## src/rtl/fb_pkg.sv

```systemverilog
// fb_pkg: framebuffer geometry, widths, entry layout and deserializer state type
package fb_pkg;
  localparam int FB_W = 320;
  localparam int FB_H = 240;
  localparam int FRAC = 6;
  localparam int ADDR_W = 17;
  localparam int PIX_W = 16;
  localparam int COORD_W = PIX_W - FRAC;
  typedef enum logic [1:0] {IDLE, SHIFT, PUSH} des_state_t;
  typedef struct packed {
    logic [ADDR_W-1:0] addr;
    logic [PIX_W-1:0] colour;
  } fb_entry_t;
  // y*320 + x built from two shifts so no multiplier is inferred; wraps at 2^17
  function automatic logic [ADDR_W-1:0] lin_addr(input logic [COORD_W-1:0] xi, input logic [COORD_W-1:0] yi);
    logic [ADDR_W-1:0] y;
    y = ADDR_W'(yi);
    return (y << 8) + (y << 6) + ADDR_W'(xi);
  endfunction
endpackage

```

## src/rtl/pixel_writer_if.sv

```systemverilog
// pixel_writer_if: serial pixel stream in, framebuffer write port and status out
interface pixel_writer_if;
  import fb_pkg::*;
  logic START;
  logic HIT;
  logic PX;
  logic PY;
  logic C;
  logic TRI_DONE;
  logic FB_READY;
  logic FB_WE;
  logic [ADDR_W-1:0] FB_ADDR;
  logic [PIX_W-1:0] FB_DATA;
  logic TRI_ACK;
  logic OVF;
  modport master(output START, HIT, PX, PY, C, TRI_DONE, FB_READY,
                 input FB_WE, FB_ADDR, FB_DATA, TRI_ACK, OVF);
  modport slave(input START, HIT, PX, PY, C, TRI_DONE, FB_READY,
                output FB_WE, FB_ADDR, FB_DATA, TRI_ACK, OVF);
endinterface

```

## src/rtl/pixel_fifo.sv

```systemverilog
// pixel_fifo: circular buffer of framebuffer entries exposing the head and the entry behind it
module pixel_fifo
  import fb_pkg::*;
#(
  parameter int DEPTH = 4
) (
  input  logic      CLK,
  input  logic      RST,
  input  logic      push,
  input  fb_entry_t din,
  input  logic      pop,
  output fb_entry_t head,
  output fb_entry_t next,
  output logic      full,
  output logic      empty,
  output logic      more
);
  localparam int AW = $clog2(DEPTH);
  fb_entry_t mem [DEPTH];
  logic [AW-1:0] wr_ptr, rd_ptr, rd_nxt;
  logic [AW:0] count;
  logic wr, rd;
  assign rd_nxt = rd_ptr + AW'(1);
  assign head = mem[rd_ptr];
  assign next = mem[rd_nxt];
  assign full = count == (AW+1)'(DEPTH);
  assign empty = count == '0;
  assign more = count[AW:1] != '0;
  assign wr = push && (!full || pop);
  assign rd = pop && !empty;
  // storage needs no reset: only slots between the pointers are ever read
  always_ff @(posedge CLK) begin
    if (wr) mem[wr_ptr] <= din;
  end
  // pointers wrap naturally because DEPTH is a power of two
  always_ff @(posedge CLK or posedge RST) begin
    if (RST) begin
      wr_ptr <= '0;
      rd_ptr <= '0;
      count <= '0;
    end else begin
      wr_ptr <= wr ? wr_ptr + AW'(1) : wr_ptr;
      rd_ptr <= rd ? rd_nxt : rd_ptr;
      count <= count + (AW+1)'(wr) - (AW+1)'(rd);
    end
  end
endmodule

```

## src/rtl/pixel_writer.sv

```systemverilog
// pixel_writer: deserialize hit pixels, buffer them and stream writes to the framebuffer (PIXEL_WRITER_CLIP_EN drops off-screen pixels)
module pixel_writer
  import fb_pkg::*;
#(
  parameter int FIFO_DEPTH = 4
) (
  input logic CLK,
  input logic RST,
  pixel_writer_if.slave bus
);
  des_state_t state, state_nxt;
  logic [3:0] cnt;
  logic [PIX_W-1:0] sx, sy, sc;
  logic [COORD_W-1:0] xi, yi;
  logic hit_r, shift_en, keep, push_req, fifo_push, drop;
  logic pop, load, nxt_valid, full, empty, more;
  logic fb_we, ovf, pending, ack;
  fb_entry_t entry, head, next, nxt_entry, out_r;
  assign xi = sx[PIX_W-1:FRAC];
  assign yi = sy[PIX_W-1:FRAC];
  assign entry = '{addr: lin_addr(xi, yi), colour: sc};
`ifdef PIXEL_WRITER_CLIP_EN
  assign keep = hit_r && !sx[PIX_W-1] && !sy[PIX_W-1] && xi < COORD_W'(FB_W) && yi < COORD_W'(FB_H);
`else
  assign keep = hit_r;
`endif
  // deserializer state register
  always_ff @(posedge CLK or posedge RST) begin
    if (RST) state <= IDLE;
    else state <= state_nxt;
  end
  // IDLE and PUSH both accept a new START, SHIFT ignores it for 15 cycles
  always_comb begin
    shift_en = state == SHIFT || (bus.START && state != SHIFT);
    push_req = state == PUSH && keep;
    state_nxt = state == SHIFT ? (cnt == 4'd14 ? PUSH : SHIFT) : (bus.START ? SHIFT : IDLE);
  end
  // MSB-first shift registers; 16 shifts fully replace the previous word
  always_ff @(posedge CLK or posedge RST) begin
    if (RST) begin
      cnt <= '0;
      sx <= '0;
      sy <= '0;
      sc <= '0;
      hit_r <= 1'b0;
    end else begin
      cnt <= state == SHIFT ? cnt + 4'd1 : 4'd0;
      if (shift_en) begin
        sx <= {sx[PIX_W-2:0], bus.PX};
        sy <= {sy[PIX_W-2:0], bus.PY};
        sc <= {sc[PIX_W-2:0], bus.C};
      end
      if (bus.START && state != SHIFT) hit_r <= bus.HIT;
    end
  end
  // an entry stays in the FIFO until its write is accepted, so a pop frees room the same cycle
  assign pop = fb_we && bus.FB_READY;
  assign fifo_push = push_req && (!full || pop);
  assign drop = push_req && full && !pop;
  pixel_fifo #(.DEPTH(FIFO_DEPTH)) u_fifo (
    .CLK(CLK),
    .RST(RST),
    .push(fifo_push),
    .din(entry),
    .pop(pop),
    .head(head),
    .next(next),
    .full(full),
    .empty(empty),
    .more(more)
  );
  assign load = !fb_we || bus.FB_READY;
  assign nxt_valid = pop ? more : !empty;
  assign nxt_entry = pop ? next : head;
  // output register mirrors the FIFO head and holds while the framebuffer stalls
  always_ff @(posedge CLK or posedge RST) begin
    if (RST) begin
      fb_we <= 1'b0;
      out_r <= '0;
    end else if (load) begin
      fb_we <= nxt_valid;
      if (nxt_valid) out_r <= nxt_entry;
    end
  end
  // sticky overflow and the pending-triangle flag; repeated TRI_DONE collapses into one ack
  always_ff @(posedge CLK or posedge RST) begin
    if (RST) begin
      ovf <= 1'b0;
      pending <= 1'b0;
    end else begin
      ovf <= ovf || drop;
      pending <= ack ? 1'b0 : (pending || bus.TRI_DONE);
    end
  end
  assign ack = pending && state == IDLE && empty && !fb_we;
  assign bus.FB_WE = fb_we;
  assign bus.FB_ADDR = out_r.addr;
  assign bus.FB_DATA = out_r.colour;
  assign bus.TRI_ACK = ack;
  assign bus.OVF = ovf;
endmodule

```

## src/flat_wrapper.sv

```systemverilog
// flat-port wrapper written by rule: the top's interface ports become plain ports
module pixel_writer_flat import fb_pkg::*;
#(
  parameter int FIFO_DEPTH = 4
)
  (CLK, RST, bus_START, bus_HIT, bus_PX, bus_PY, bus_C, bus_TRI_DONE, bus_FB_READY, bus_FB_WE, bus_FB_ADDR, bus_FB_DATA, bus_TRI_ACK, bus_OVF);
  pixel_writer_if bus_i ();
  input logic CLK;
  input logic RST;
  input wire logic [$bits(bus_i.START)-1:0] bus_START;
  input wire logic [$bits(bus_i.HIT)-1:0] bus_HIT;
  input wire logic [$bits(bus_i.PX)-1:0] bus_PX;
  input wire logic [$bits(bus_i.PY)-1:0] bus_PY;
  input wire logic [$bits(bus_i.C)-1:0] bus_C;
  input wire logic [$bits(bus_i.TRI_DONE)-1:0] bus_TRI_DONE;
  input wire logic [$bits(bus_i.FB_READY)-1:0] bus_FB_READY;
  output wire logic [$bits(bus_i.FB_WE)-1:0] bus_FB_WE;
  output wire logic [$bits(bus_i.FB_ADDR)-1:0] bus_FB_ADDR;
  output wire logic [$bits(bus_i.FB_DATA)-1:0] bus_FB_DATA;
  output wire logic [$bits(bus_i.TRI_ACK)-1:0] bus_TRI_ACK;
  output wire logic [$bits(bus_i.OVF)-1:0] bus_OVF;
  assign bus_i.START = bus_START;
  assign bus_i.HIT = bus_HIT;
  assign bus_i.PX = bus_PX;
  assign bus_i.PY = bus_PY;
  assign bus_i.C = bus_C;
  assign bus_i.TRI_DONE = bus_TRI_DONE;
  assign bus_i.FB_READY = bus_FB_READY;
  assign bus_FB_WE = bus_i.FB_WE;
  assign bus_FB_ADDR = bus_i.FB_ADDR;
  assign bus_FB_DATA = bus_i.FB_DATA;
  assign bus_TRI_ACK = bus_i.TRI_ACK;
  assign bus_OVF = bus_i.OVF;
  pixel_writer #(.FIFO_DEPTH(FIFO_DEPTH)) u_core (.CLK(CLK), .RST(RST), .bus(bus_i));
endmodule
```

## config.mk

```make
export PLATFORM = sky130hd
export DESIGN_NAME = pixel_writer_flat
export DESIGN_NICKNAME = d
export VERILOG_FILES = /design/src/rtl/fb_pkg.sv /design/src/rtl/pixel_writer_if.sv /design/src/rtl/pixel_fifo.sv /design/src/rtl/pixel_writer.sv /design/src/flat_wrapper.sv
export SDC_FILE = /design/constraint.sdc
export NUM_CORES = 1
export LEC_CHECK = 0
export ABC_AREA = 1
export CAP_MARGIN = 10
export CORE_ASPECT_RATIO = 0.7
export CORE_MARGIN = 3
export CORE_UTILIZATION = 47
export CTS_CLUSTER_SIZE = 24
export DETAILED_ROUTE_END_ITERATION = 6
export GPL_TIMING_DRIVEN = 0
export MAX_ROUTING_LAYER = met4
export PLACE_DENSITY_LB_ADDON = 0.12
export REMOVE_ABC_BUFFERS = 1
export SYNTH_ARGS = -nofsm -noshare
export SYNTH_HDL_FRONTEND = slang
export SYNTH_SLANG_ARGS = --single-unit
```

## constraint.sdc

```tcl
create_clock -name CLK -period 3 [get_ports CLK]
set_input_delay 0.3 -clock CLK [delete_from_list [all_inputs] [get_ports CLK]]
set_output_delay 0.3 -clock CLK [all_outputs]
set_load 0.01 [all_outputs]
```

After elaboration in Yosys (flattened, before gate mapping)

Memories as Yosys holds them, arrays and structs flattened.
Cells that the tools add are included.

Flip-flop bits (word level): 98
Input port bits: 9
Bits in writable memories: 132
Memories: 1
ROM bits: 0
Bits in latches: 0
Output and inout bits: 36

Bitwise logic cells: 0
Add/sub/neg operators: 7
Muxes and demuxes: 9
Shift operators: 0
Div/mod/pow operators: 0
Multipliers: 0
$lt $le $gt $ge: 0
Equality and inequality tests: 5
Reduce and logical (&&, ||, !) cells: 24

Memories:

| memory            | words | width | rd ports | clocked after memory_dff | write ports | RTL line         | RTL |
|---|---|---|---|---|---|---|---|
| u_core.u_fifo.mem | 4     | 33    | 2        | 0                        | 1           | pixel_fifo.sv:19 | `fb_entry_t mem [DEPTH];` |

Operators by type and width:

| kind                                                  | count |
|---|---|
| two-way mux 33 bit                                    | 1 |
| adder 17 x 10 -> 17 bit                               | 1 |
| adder 17 x 16 -> 17 bit                               | 1 |
| logical AND 1 bit                                     | 11 |
| logical OR 1 bit                                      | 5 |
| two-way mux 1 bit                                     | 5 |
| adder 2 x 1 -> 2 bit, second input constant           | 2 |
| adder 4 x 1 -> 4 bit, second input constant           | 1 |
| equality test 4 bit, second input constant            | 1 |
| zero test 1 bit                                       | 4 |
| two-way mux 2 bit                                     | 2 |
| two-way mux 4 bit                                     | 1 |
| adder 3 x 1 -> 3 bit                                  | 1 |
| equality test 3 bit, second input constant            | 1 |
| zero test 3 bit                                       | 1 |
| subtractor 3 x 1 -> 3 bit                             | 1 |
| equality test 2 x 1 -> 1 bit, second input constant   | 1 |
| equality test 2 bit, second input constant            | 1 |
| zero test 2 bit                                       | 1 |
| inequality test 2 x 1 -> 1 bit, second input constant | 1 |
| AND reduction 2 bit                                   | 1 |
| nonzero test 2 bit                                    | 1 |

Depth between registers and ports, before layout

Word-level depth: 7
Depth in mapped cells: 12
Mapped depth without buffers: 12

Cells and area by module

From an unflattened synthesis, not the netlist that was laid out.

Cells, all modules: 1149
Area, all modules: 10732.8 um^2

By module, submodules not included:

| module       | seq. area each (um^2) | times used | cells each | area each (um^2) |
|---|---|---|---|---|
| pixel_fifo   | 4139.0                | 1          | 631        | 6422.4 |
| pixel_writer | 2277.2                | 1          | 518        | 4310.4 |

Least setup slack after synthesis

No wires, ideal clock.

Kind: register -> register
Start point: register u_core.fb_we, in the netlist u_core.bus.FB_WE
End point: memory u_core.u_fifo.mem[0][0] (netlist name), enable pin
Stages on the path, launching flop included: 6
Arrival: 2320 ps
Slack: 256 ps
Period minus slack after synthesis: 2744 ps
Path through: dfrtp_1 nand2_1 buf_4 nand3_1 nand2_1 nor2_1

Word-level cells in the longest chain between the ends: 6

Ends and longest elaborated chain:

| item                                        | RTL line                             | RTL |
|---|---|---|
| from (decl)                                 | pixel_writer.sv:17                   | `logic fb_we, ovf, pending, ack;` |
| from (signal assigned)                      | pixel_writer.sv:81                   | `fb_we <= nxt_valid;` |
| logical AND 1 bit (*)                       | pixel_writer.sv:57                   | `assign pop = fb_we && bus.FB_READY;` |
| logical OR 1 bit (*)                        | pixel_fifo.sv:29, pixel_writer.sv:58 |  |
| logical AND 1 bit                           | pixel_writer.sv:58                   | `assign fifo_push = push_req && (!full \|\| pop);` |
| logical AND 1 bit (*)                       | pixel_fifo.sv:29                     | `assign wr = push && (!full \|\| pop);` |
| two-way mux 1 bit (*)                       | pixel_fifo.sv:33                     | `if (wr) mem[wr_ptr] <= din;` |
| two-way mux 1 bit (implied by the code) (*) | pixel_fifo.sv:33                     |  |
| to (decl)                                   | pixel_fifo.sv:19                     |  |

Every way passes the cells marked *; elsewhere a longest branch is shown, timed or not.

Worst setup path after layout

Start point: register u_core.u_fifo.rd_ptr[0]
End point: register u_core.out_r (netlist bit u_core.bus.FB_DATA[0])

Word-level cells in the longest chain between the ends: 3

Ends and longest elaborated chain:

| item                    | RTL line           | RTL |
|---|---|---|
| from (decl)             | pixel_fifo.sv:20   | `logic [AW-1:0] wr_ptr, rd_ptr, rd_nxt;` |
| from (signal assigned)  | pixel_fifo.sv:43   | `rd_ptr <= rd ? rd_nxt : rd_ptr;` |
| adder 2 x 1 -> 2 bit    | pixel_fifo.sv:23   | `assign rd_nxt = rd_ptr + AW'(1);` |
| memory (4 x 33 bit) (*) | --                 |  |
| two-way mux 33 bit (*)  | pixel_writer.sv:74 | `assign nxt_entry = pop ? next : head;` |
| to (signal assigned)    | pixel_writer.sv:82 | `if (nxt_valid) out_r <= nxt_entry;` |
| to (decl)               | pixel_writer.sv:18 | `fb_entry_t entry, head, next, nxt_entry, out_r;` |

Marks and branches as above.
A chain may end at the register's enable or synchronous reset.

==> run_results.csv <==
group,metric,value,unit
sta,holdWs,0.214,ns
clock_network,htreeDepth,1,
routing,vias_per_cell,5.10,
worst_setup_path,cpLargestDelayFamily,"simple AND/OR/NAND/NOR gates",
worst_setup_path,rr_endpoint,"u_core.bus.FB_DATA[0]",
global_route,grtUsageTotal,0.207,
sta,fin_crit,2.79,ns
yosys,yosys_warnings,0,
placement,placed_cell_area,11800,um^2
worst_setup_path,reg2reg_slack,0.21,ns
sta,hold_viol,0,
floorplan,die_area,25300,um^2
routing,drtIter0Drc,697,
clock_network,cts.sinks,230,
placement,place_congestion,0.794,
worst_setup_path,crit_chain,"buf_16 > inv_4 > nand2_4 > nand2_1 > nand2_1 > nand3_1 > nand3_1 > nand2_1",
sta,rsz0062_at_grt,"no",
power_and_ir_drop,pwr_density_cell,1130,nW/um^2
worst_setup_path,cp_max_fo,100,
worst_setup_path,cp.arrival,3.19,ns
worst_setup_path,cpPeakStageDelay,0.72,ns
finish,stdcell_count,1586,
clock_network,clk_pin_slew,0.06,ns
floorplan,start_util,0.482,
yosys,synth_cells,1239,
global_route,grt_pass1_wl,40.8,mm
global_route,antenna_found_initial,0,
worst_setup_path,critPathBufInv,2,
yosys,synth.avg_cell_area,8.89,um^2
finish,multi_input_area,3900,um^2
sta,finalClockSkew,0.0195,ns
sta,relSlewSlack,0.373,
clock_network,cts_tree,"done",
finish,fillCellCount,2044,
placement,dp.cells,1542,
floorplan,core,22800,um^2
worst_setup_path,r2r-start,"u_core.u_fifo.rd_ptr[0]",
sta,fmax,358,MHz
power_and_ir_drop,ir_drop,0.615,mV
worst_setup_path,cp_common_cell,"nand2_1",
worst_setup_path,reg2regPathDepth,8,
yosys,synth-seq-cells,230,
floorplan,rows,46,
run,maxCapViolations,0,
global_route,grt_pass1_vias,7767,
routing,ant_nets,0,
worst_setup_path,critPathRequiredTime,3.40,ns
worst_setup_path,endpoint_kind,"flop",
finish,areaGrowthSynthToFinish,14.5,%
sta,tightest_slew,0.939,ns
worst_setup_path,crit_path_start_kind,"flop",
finish,fin_area,12600,um^2
clock_network,cts_setup_buffers,0,
global_route,grt_max_degree,101,
worst_setup_path,slowest_stage,"dfrtp_4",
routing,detail_route.wl_per_cell,15.6,um
clock_network,root_buffer,"clkbuf_16",
finish,drive_above_1_share,0.0479,
yosys,synth_seq_area_share,0.583,
placement,port_buffers,44,
routing,remaining_drc_errors,0,
finish,utilization,0.552,
routing,num_vias,8088,
floorplan,ioPinCount,45,
clock_network,cts_made_buffers,24,
routing,wl,24.7,mm
routing,firstDrtPassIters,5,
worst_setup_path,setup.worst_path.end,"u_core.bus.FB_DATA[0]",
hold_path,hold_class,"in -> async",
placement,dp_hpwl,14.5,mm
clock_network,cts_buffer_depth,3,
finish,antenna_cells,0,
sta,setup_viol,0,
sta,final.period_utilization,0.931,
run_status,status,"complete, no violations",
yosys,ys_types,27,
power_and_ir_drop,p_leak,5.73,nW
floorplan,die_y,134,um
yosys,synth_area,11000,um^2
floorplan,fp.dieW,189,um
worst_setup_path,crit_start,"u_core.u_fifo.rd_ptr[0]",
worst_setup_path,worstSetupPathDepth,8,
finish,nets,1295,
finish,seq_area,6420,um^2
worst_setup_path,critPathKind,"reg -> reg",
clock_network,insertion_delay,0.52,ns
global_route,grt_overflow_total,0,
sta,drv_slew,0,
[state kept, by name, indices dropped and copies added, names as in the netlist]
register / count
u_core.bus.OVF: 1
u_core.pending: 1
u_core.u_fifo.count: 3
u_core.bus.FB_DATA: 16
u_core.sx: 16
u_core.state: 2
u_core.sy: 16
u_core.sc: 16
u_core.u_fifo.rd_ptr: 2
u_core.hit_r: 1
u_core.cnt: 4
u_core.u_fifo.wr_ptr: 2
u_core.u_fifo.mem: 132
u_core.bus.FB_WE: 1
u_core.bus.FB_ADDR: 17
[cells in the final DEF (no fill, tap or decap), types with 8 or more instances in the layout]
cell type / count
dfrtp_1: 97
clkbuf_1: 8
edfxtp_1: 132
nand3_1: 117
o21ai_0: 17
clkbuf_16: 27
nor2_1: 75
ha_1: 26
clkdlybuf4s50_1: 44
nand2_1: 501
a21oi_1: 35
inv_1: 108
o211ai_1: 29
[metrics by stage]
step,setup WS [ns],setup TNS (ns),power [mW]
after floorplan,-2.07,-148.10,9.07
after global placement,-5.48,-867.86,11.1
after detailed placement,-0.476,-30.14,11.3
after CTS,0.144,0,14.3
after global routing,0.0238,0,15.3
final,0.206,0,14.2
[Yosys cell counts (all sizes together)]
| cell | instances | area share |
|---|---|---|
| a21oi | 35 | 0.016 |
| a31oi | 1 | 0.00057 |
| buf | 52 | 0.028 |
| clkbuf | 10 | 0.0034 |
| dfrtp | 98 | 0.22 |
| edfxtp | 132 | 0.36 |
| fa | 4 | 0.0073 |
| ha | 26 | 0.030 |
| inv | 114 | 0.039 |
| nand2 | 503 | 0.17 |
| nand3 | 117 | 0.053 |
| nand4 | 1 | 0.00057 |
| nor2 | 82 | 0.028 |
| nor4 | 1 | 0.00057 |
| o211ai | 29 | 0.020 |
| o21a | 1 | 0.00068 |
| o21ai | 18 | 0.0085 |
| o21bai | 1 | 0.00068 |
| or2 | 4 | 0.0023 |
| xnor2 | 3 | 0.0024 |
| xor2 | 7 | 0.0056 |
[cell families after synthesis]
group / count (synthesis) / share of synthesized area
flops: 230 / 0.583
simple gates: 708 / 0.256
xor+xnor: 10 / 0.00795
compound gates: 85 / 0.0461
fa+ha+maj: 30 / 0.0368
buf+inv: 176 / 0.0702
[routing by layer]
| layer | vias up | wire [um] | track usage |
|---|---|---|---|
| met1 | 3816 | 12300 | 0.306 |
| met4 | 0 | 497 | 0.0438 |
| met2 | 220 | 10700 | 0.310 |
| li1 | 4018 | - | - |
| met3 | 34 | 1210 | 0.0280 |
| met5 | - | 0 | - |
[area by class of cell]
type | count | area share
clock buffer | 37 | 0.0582
sequential | 230 | 0.509
multi-input combinational | 833 | 0.309
clock inverter | 7 | 0.00496
timing repair buffer | 53 | 0.0528
tap | 312 | 0.0310
inverter | 114 | 0.0347
[worst min path at each step]
stage / from / end / slack, ns
finish: RST / u_core.sx[3] / 0.21
CTS: RST / u_core.sx[11] / 0.24
floorplan: bus_START / u_core.hit_r / 0.40
detailed placement: u_core.sy[3] / u_core.sy[4] / 0.46
global route: RST / u_core.sx[11] / 0.28
global placement: u_core.sy[3] / u_core.sy[4] / 0.45
[repair_timing]
item	4_1_cts	5_1_grt
hold buffers	0	0
pin swaps	0	0
cloned	0	0
resized for setup	2	2
endpoints found under the setup margin	34	24
[worst reg2reg max path, delay by kind of cell (launching register included)]
| family | cells | cell delay, ns |
|---|---|---|
| flops | 1 | 0.72 |
| buf+inv | 2 | 0.71 |
| simple gates | 6 | 1.24 |
[report_power, final]
| part | total [mW] | switching [mW] | leakage [nW] | internal (mW) |
|---|---|---|---|---|
| registers | 5.28 | 0.669 | 2.36 | 4.62 |
| logic | 5.93 | 3.81 | 2.98 | 2.12 |
| clock network | 2.98 | 1.20 | 0.392 | 1.77 |
| total | 14.2 | 5.68 | 5.73 | 8.51 |
No activity file was read; power rests on OpenSTA's default activity.
